### config.mk
export PLATFORM = sky130hd
export DESIGN_NAME = pixel_stream
export DESIGN_NICKNAME = d
export VERILOG_FILES = /design/src/rtl/pixel_stream_pkg.sv /design/src/rtl/bit_sync.sv /design/src/rtl/pixel_stream.sv
export SDC_FILE = /design/constraint.sdc
export NUM_CORES = 1
export LEC_CHECK = 0
export CORE_AREA = 2 2 73 75
export CTS_BUF_LIST = sky130_fd_sc_hd__clkbuf_16
export DETAILED_ROUTE_END_ITERATION = 6
export DIE_AREA = 0 0 75 77
export HOLD_SLACK_MARGIN = 0.02
export PLACE_DENSITY = 0.79
export SYNTH_ARGS = -nofsm -noshare
export SYNTH_HDL_FRONTEND = slang
export SYNTH_SLANG_ARGS = --single-unit
export TNS_END_PERCENT = 30
### constraint.sdc
create_clock -name pixel_clk -period 2.1 [get_ports pixel_clk]
set_input_delay 0.42 -clock pixel_clk [delete_from_list [all_inputs] [get_ports pixel_clk]]
set_output_delay 0.42 -clock pixel_clk [all_outputs]
set_load 0.01 [all_outputs]
### src/rtl/pixel_stream_pkg.sv
// pixel_stream shared types and constants.
// FSM state enum, underflow fill colour, counter width.
package pixel_stream_pkg;

  typedef enum logic [1:0] {
    FILL,
    SOF_WAIT,
    STREAM
  } state_t;

  localparam logic [23:0] UNDERFLOW_RGB = 24'hFF00FF;
  localparam int          UFCNT_W       = 16;

endpackage

### src/rtl/bit_sync.sv
// Multi-flop synchronizer for a single asynchronous level.
// Ports: clk, rst (async high), d (async in), q (synced out).
module bit_sync #(
  parameter int STAGES = 2
) (
  input  logic clk,
  input  logic rst,
  input  logic d,
  output logic q
);

  logic [STAGES-1:0] ff;

  // Shift d in at bit 0; the cast drops the oldest bit.
  always_ff @(posedge clk or posedge rst) begin
    if (rst) begin
      ff <= '0;
    end else begin
      ff <= STAGES'({ff, d});
    end
  end

  assign q = ff[STAGES-1];

endmodule

### src/rtl/pixel_stream.sv
// Frame-buffer FIFO consumer in the pixel clock domain.
// Prefills, aligns to vsync, pops one pixel per active cycle.
// Ports:
//   pixel_clk, pixel_rst      clock, async active-high reset
//   blank_in, vs_in           timing generator (vs active-low)
//   fifo_rdata, fifo_rempty   FWFT FIFO read side
//   fifo_walmost_full         write-domain almost-full (async)
//   clr_status                clears sticky flags
//   fifo_read                 combinational pop
//   rgb, blank_out            registered video out
//   frame_done                pulse after last frame pixel
//   underflow, sync_err       sticky status
//   underflow_cnt             only with PIXEL_STREAM_UFCNT_EN
module pixel_stream
  import pixel_stream_pkg::*;
#(
  parameter int HDISP       = 800,
  parameter int VDISP       = 480,
  parameter int DATA_WIDTH  = 24,
  parameter int SYNC_STAGES = 2
) (
  input  logic                  pixel_clk,
  input  logic                  pixel_rst,
  input  logic                  blank_in,
  input  logic                  vs_in,
  input  logic [DATA_WIDTH-1:0] fifo_rdata,
  input  logic                  fifo_rempty,
  input  logic                  fifo_walmost_full,
  input  logic                  clr_status,
  output logic                  fifo_read,
  output logic [DATA_WIDTH-1:0] rgb,
  output logic                  blank_out,
  output logic                  frame_done,
  output logic                  underflow,
  output logic                  sync_err
`ifdef PIXEL_STREAM_UFCNT_EN
  ,
  output logic [UFCNT_W-1:0]    underflow_cnt
`endif
);

  localparam int TOTAL = HDISP * VDISP;
  localparam int CNT_W = $clog2(TOTAL);

  localparam logic [CNT_W-1:0] LAST =
    CNT_W'(TOTAL - 1);
  localparam logic [DATA_WIDTH-1:0] UF_PIX =
    DATA_WIDTH'(UNDERFLOW_RGB);

  state_t           state;
  logic             wam_sync;
  logic             vs_prev;
  logic [CNT_W-1:0] pix_cnt;

  logic streaming;
  logic active;
  logic pop;
  logic starve;
  logic vs_rise;
  logic last_pix;
  logic frame_slip;

  bit_sync #(
    .STAGES (SYNC_STAGES)
  ) u_wam_sync (
    .clk (pixel_clk),
    .rst (pixel_rst),
    .d   (fifo_walmost_full),
    .q   (wam_sync)
  );

  assign streaming = (state == STREAM);
  assign active    = streaming & blank_in;
  assign pop       = active & ~fifo_rempty;
  assign starve    = active & fifo_rempty;
  // vs_in is active-low: the rising edge ends the sync pulse.
  assign vs_rise   = vs_in & ~vs_prev;
  assign last_pix  = (pix_cnt == LAST);
  assign frame_slip =
    streaming & vs_rise & (pix_cnt != '0);

  assign fifo_read = pop;

  always_ff @(posedge pixel_clk or posedge pixel_rst) begin
    if (pixel_rst) begin
      state      <= FILL;
      vs_prev    <= 1'b1;
      pix_cnt    <= '0;
      rgb        <= '0;
      blank_out  <= 1'b0;
      frame_done <= 1'b0;
      underflow  <= 1'b0;
      sync_err   <= 1'b0;
    end else begin
      vs_prev    <= vs_in;
      blank_out  <= blank_in;
      frame_done <= 1'b0;

      unique case (state)
        FILL: begin
          if (wam_sync) state <= SOF_WAIT;
        end
        SOF_WAIT: begin
          if (vs_rise) begin
            state   <= STREAM;
            pix_cnt <= '0;
          end
        end
        STREAM: begin
          // A frame start always re-aligns the count;
          // starved pixels still advance it.
          if (vs_rise) begin
            pix_cnt <= '0;
          end else if (active) begin
            if (last_pix) begin
              pix_cnt    <= '0;
              frame_done <= 1'b1;
            end else begin
              pix_cnt <= pix_cnt + CNT_W'(1);
            end
          end
        end
        default: state <= FILL;
      endcase

      unique case (1'b1)
        pop:     rgb <= fifo_rdata;
        starve:  rgb <= UF_PIX;
        default: rgb <= '0;
      endcase

      // New events win over a same-cycle clear.
      underflow <= starve |
                   (underflow & ~clr_status);
      sync_err  <= frame_slip |
                   (sync_err & ~clr_status);
    end
  end

`ifdef PIXEL_STREAM_UFCNT_EN
  always_ff @(posedge pixel_clk or posedge pixel_rst) begin
    if (pixel_rst) begin
      underflow_cnt <= '0;
    end else if (starve) begin
      if (clr_status) begin
        underflow_cnt <= UFCNT_W'(1);
      end else if (underflow_cnt != '1) begin
        underflow_cnt <= underflow_cnt + UFCNT_W'(1);
      end
    end else if (clr_status) begin
      underflow_cnt <= '0;
    end
  end
`endif

endmodule

== Word-level counts from Yosys, hierarchy flattened ==
Cells that the tools add are included.
Storage, ports and cells
  register bits: 52
  word-level logic and storage cells: 48
  output and inout port bits: 29
  input port bits: 31
Operators by class
  reductions and logical operators: 5
  add/subtract/negate cells: 1
  equal/unequal tests: 6
  multiplexer cells: 13
  bitwise operators: 14
Operators with widths (count)
  $mux W19: 4
  $pmux W24 S2: 1
  $pmux W19 S2: 1
  $add A19 B1 Y19 const B: 1
  $eq A19 B19 Y1 const B: 1
  $reduce_bool A19 Y1: 1
  $and A1 B1 Y1: 8
  $pmux W2 S3: 1
  $reduce_and A3 Y1: 2
  $mux W1: 4
  $mux W2: 2
  $not A1 Y1: 4
  $ne A3 B1 Y1 const B: 1
  $eq A2 B1 Y1 const B: 1
  $eq A2 B2 Y1 const B: 1
  $logic_not A2 Y1: 1
  $ne A2 B1 Y1 const B: 1
  $ne A2 B2 Y1 const B: 1
  $or A1 B1 Y1: 2
  $reduce_bool A2 Y1: 1

== Depth between registers and ports, before layout ==
  word-level depth: 5
  mapped depth: 9
  gate-level depth less buffers: 6

== Hierarchy ==
Synthesis repeated with hierarchy kept, for this count alone.
Unflattened totals
  cells, all modules: 236
  area total of the unflattened synthesis: 2346.0 um2
Modules (own cells, without submodules)
  pixel_stream: sequential area each 1252.5 um2, area an instance 2292.2 um2, times used 1, cells an instance 233
  bit_sync: sequential area each 50.0 um2, area an instance 53.8 um2, times used 1, cells an instance 3

== Least setup slack after synthesis ==
No wires, ideal clock.
  path type: register to register
  start: register pix_cnt[0]
  end: register pix_cnt[14]
  stages on the path, launching flop included: 6
  path buffers: 0
  slack: 0.312 ns
  period minus slack after synthesis: 1.788 ns
  data required time: 1.979 ns
  data arrival time: 1.667 ns
  setup time: 0.121 ns
  cells stage by stage: dfrtp_1 -> ha_1 -> nand4_2 -> or4b_4 -> a21o_1 -> a22o_1
Between the ends
  longest elaborated chain between the ends: 5
  elaborated cells between the ends (all ways): 6
  classes of those cells: add/sub: 1; eq/ne: 1; mux: 4
Ends and longest elaborated chain
  start, declared: RTL line pixel_stream.sv:53  | logic [CNT_W-1:0] pix_cnt;
  start signal, assigned: RTL line pixel_stream.sv:119  | pix_cnt <= pix_cnt + CNT_W'(1);
  $add A19 B1 Y19 / $eq A19 B19 Y1 (equally long branches): RTL line pixel_stream.sv:119, pixel_stream.sv:78
  $mux W19 (*): RTL line pixel_stream.sv:115  | if (last_pix) begin
  $mux W19 (*): RTL line pixel_stream.sv:114  | end else if (active) begin
  $mux W19 (*): RTL line pixel_stream.sv:112  | if (vs_rise) begin
  $pmux W19 S2 (*): RTL line pixel_stream.sv:99  | unique case (state)
Every way passes the cells marked *; elsewhere a longest branch is shown, timed or not. The select of a mux whose other input is x is not followed.
A chain may end at the register's enable or synchronous reset.

== Worst setup path after layout ==
  start: register state[0]
  end: output port fifo_read
Between the ends
  longest elaborated chain between the ends: 3
Ends and longest elaborated chain
  start, declared: RTL line pixel_stream.sv:50  | state_t state;
  start signal, assigned: RTL line pixel_stream.sv:86  | state <= FILL;
  start signal, assigned: RTL line pixel_stream.sv:101  | if (wam_sync) state <= SOF_WAIT;
  start signal, assigned: RTL line pixel_stream.sv:105  | state <= STREAM;
  $eq A2 B2 Y1: RTL line pixel_stream.sv:72  | assign streaming = (state == STREAM);
  $and A1 B1 Y1: RTL line pixel_stream.sv:73  | assign active = streaming & blank_in;
  $and A1 B1 Y1: RTL line pixel_stream.sv:74  | assign pop = active & ~fifo_rempty;
  end, declared: RTL line pixel_stream.sv:30  | output logic fifo_read,
Every way passes these cells.

==> summary.md <==
| Metric | Value |
|---|---|
| Synthesis Warnings | `0` |
| Slew headroom | `0.7314` |
| Sequential-to-total area share from yosys stat | `0.5561` |
| All-Layer GR Usage | `0.2132` |
| Crit end category | `primary output` |
| GP Congestion | `0.8668` |
| Flip-flop and latch area | `1303 sq um` |
| Int Power | `1.999 mW` |
| Syn_area_per_cell | `9.967 sq um` |
| CP max stage delay | `0.40 ns` |
| Clock latency on the worst-skew pair | `0.29 ns` |
| CTS buffer count | `5` |
| Post-layout power | `2.908 mW` |
| Initial Util | `0.4706` |
| Crit-path cells | `inv_1, ha_1, nand2_1, nor2_1, dlygate4sd2_1` |
| Post-synth top cells | `dfrtp_1, nor2_1, inv_1, o21ai_0, nand3_1` |
| Input/output buffers | `59` |
| Critical path fanouts, max | `3` |
| Synth area leaders | `dfrtp_1, nor2_1, a22o_1` |
| Layout fillers | `369` |
| Min-delay worst type | `register to register` |
| Routed WL per cell | `14.39 microns` |
| Worst VDD drop | `538.5 uV` |
| Area of the multi-input gates | `954.7 sq um` |
| Maxcap violations | `0` |
| Setup CP Type | `register to primary output` |
| Setup Skew | `0.002945 ns` |
| Achievable Freq | `517.0 MHz` |
| Slew @ Worst Pin | `0.4023 ns` |
| CTS tree | `built` |
| Layout cells sized above 1 | `0.1384` |
| # DRC | `0` |
| Post-CTS setup buffer count | `0` |
| Count leader, synth | `dfrtp_1` |
| Synthesis-to-finish area growth | `42.41%` |
| Vias per inst | `5.077` |
| Static Leak | `1.556 nW` |
| Clock power share | `0.277` |
| Slowest stage cell, crit path | `dfrtp_1` |
| Ant. Diodes | `0` |
| Routed Antenna Nets | `0` |
| Die area | `5775 sq um` |
| # setup viols final | `0` |
| Largest net degree at the start of global routing | `20` |
| Core ar. | `4977 sq um` |
| Initial antenna violation count | `0` |
| Gr ovfl total | `0` |
| Outcome | `complete, no violations` |
| Clock Sink Count | `52` |
| Post-synth EDFFs | `0` |
| DR vias | `1,970` |
| Final Max Slew Viols | `0` |
| Combinational Power Share | `0.343` |
| Switching Fraction | `0.3126` |
| Area share of the largest cell type after synthesis | `0.5449` |
| Clock buffer depth | `2` |
| Io pins | `60` |
| Async SR Flop Fraction | `1.000` |
| Distinct cell type count after synthesis | `39` |
| Vias in the first global route | `2,023` |
| RSZ-0062 raised after global routing | `false` |
| Routed wire length | `5.582 mm` |
| Startpoint class of the critical path | `register` |
| Final hold viol count | `0` |
| Arr. time, crit path | `1.51 ns` |
| Root Buffer | `clkbuf_16` |
| Placed cell count | `380` |
| Hold_buf cts | `0` |
| Die Ht | `77 microns` |
| Fin crit period | `1.934 ns` |
| First-pass GRT wire length | `9.363 mm` |
| Post-route insts no fill | `388` |
| Die Wd | `75 microns` |
| Syn_nets | `271` |
| NetSw | `0.9091 mW` |
| Placed wire-length estimate | `4.211 mm` |
| Synthesized area | `2342 sq um` |
| Seq pwr share | `0.379` |
| P per Cell Area | `871.8 nW/um^2` |
| Commonest register cell after synthesis | `dfrtp_1` |
| Clock transition at the registers of the reported paths | `0.07 ns` |
| Drt first pass iters | `4` |
| Initial DRC count | `158` |
| WHS | `0.3647 ns` |
| Final period util | `0.9211` |
| Rows | `26` |
| CTS H-tree depth | `2` |
| Post-synthesis register bit count | `52` |
| CP required | `1.68 ns` |
| Final nets | `353` |
| Gate Count Post-Synth | `235` |
| Area leader, netlist | `dfrtp_1` |
-- state kept, by name (all words and copies together) (netlist names) --
register	flops
sync_err	1
vs_prev	1
blank_out	1
state	2
underflow	1
u_wam_sync.ff	2
pix_cnt	19
rgb	24
frame_done	1
-- cell type report --
type,count,share of cell area
inverter,15,0.01688
tap,70,0.02626
clock inverter,3,0.006752
timing repair buffer,82,0.2359
sequential,52,0.3905
clock buffer,5,0.03751
multi-input combinational,161,0.2862
-- what timing repair did --
action,4_1_cts,5_1_grt
gates cloned,0,0
resized for setup,1,1
endpoints found under the setup margin,1,1
pin swaps,0,0
-- routing by layer --
metal  vias to the layer above  share of wire  track usage
li1                        977              -            -
met1                       943           0.44       0.2717
met2                        40           0.51       0.3465
met3                        10          0.034      0.05125
met4                         0          0.022      0.07679
met5                         -              0            0
-- layout by cell type (no fill, tap or decap), drive strengths merged, types with 6 or more instances in the layout --
cell	n
clkdlybuf4s50	58
dfrtp	51
nor2	47
buf	23
inv	16
o21ai	14
nand3	13
a21oi	12
nand2	11
and2	8
a22o	8
a21o	6
nor3	6
nand4	6
-- cells by family (layout without fill, tap and decap cells) --
logic type               after synthesis  count (layout)  synth area share
AND/OR/NAND/NOR                      109             109            0.2484
flip-flops                            52              52            0.5561
AO/OA/AOI/OAI                         47              47            0.1309
buffers and inverters                 22             105           0.03793
adder cells (fa/ha/maj)                5               5           0.02671
-- metrics by stage --
step	TNS, ns	utilization	area (sq um)	setup WS (ns)
3_3_place_gp	-0.08531	0.6400	3186	-0.08531
3_5_place_dp	-0.07772	0.6400	3186	-0.07772
5_1_grt	0	0.6702	3336	0.04642
4_1_cts	0	0.6694	3332	0.1395
6_report	0	0.6702	3336	0.1657
2_1_floorplan	0	-	2342	0.3121
-- power by group through the flow --
| stage | registers, mW | clock network, mW | logic (mW) |
|---|---|---|---|
| after floorplan | 1.14 | 0 | 0.485 |
| after global placement | 1.12 | 0 | 0.950 |
| after detailed placement | 1.12 | 0 | 0.987 |
| after CTS | 1.10 | 0.827 | 0.993 |
| after global routing | 1.11 | 0.896 | 1.09 |
| final | 1.10 | 0.807 | 0.998 |
-- path summary, 6_finish.rpt --
check                           slack, ns                        from  cells after the start                          to
worst min-delay path                 0.36  u_wam_sync.ff[0]$_DFF_PP0_                      0  u_wam_sync.ff[1]$_DFF_PP0_
min in group asynchronous            0.45                   pixel_rst                      2            rgb[5]$_DFF_PP0_
worst max register to register       0.19      pix_cnt[1]$_DFFE_PP0P_                      5     pix_cnt[14]$_DFFE_PP0P_
worst min register to register       0.36  u_wam_sync.ff[0]$_DFF_PP0_                      0  u_wam_sync.ff[1]$_DFF_PP0_
worst max-delay path                 0.17        state[0]$_DFFE_PP0P_                      5                   fifo_read
max in group asynchronous            1.22                   pixel_rst                      3           rgb[16]$_DFF_PP0_
-- worst max-delay path, delay by kind of cell, from the launching register on --
kind | cells | cell delay (ns)
adders and majority gates | 1 | 0.21
DFF | 1 | 0.40
and+or+nand+nor | 2 | 0.25
buffers and inverters | 2 | 0.38
No activity file was read; power rests on OpenSTA's default activity.
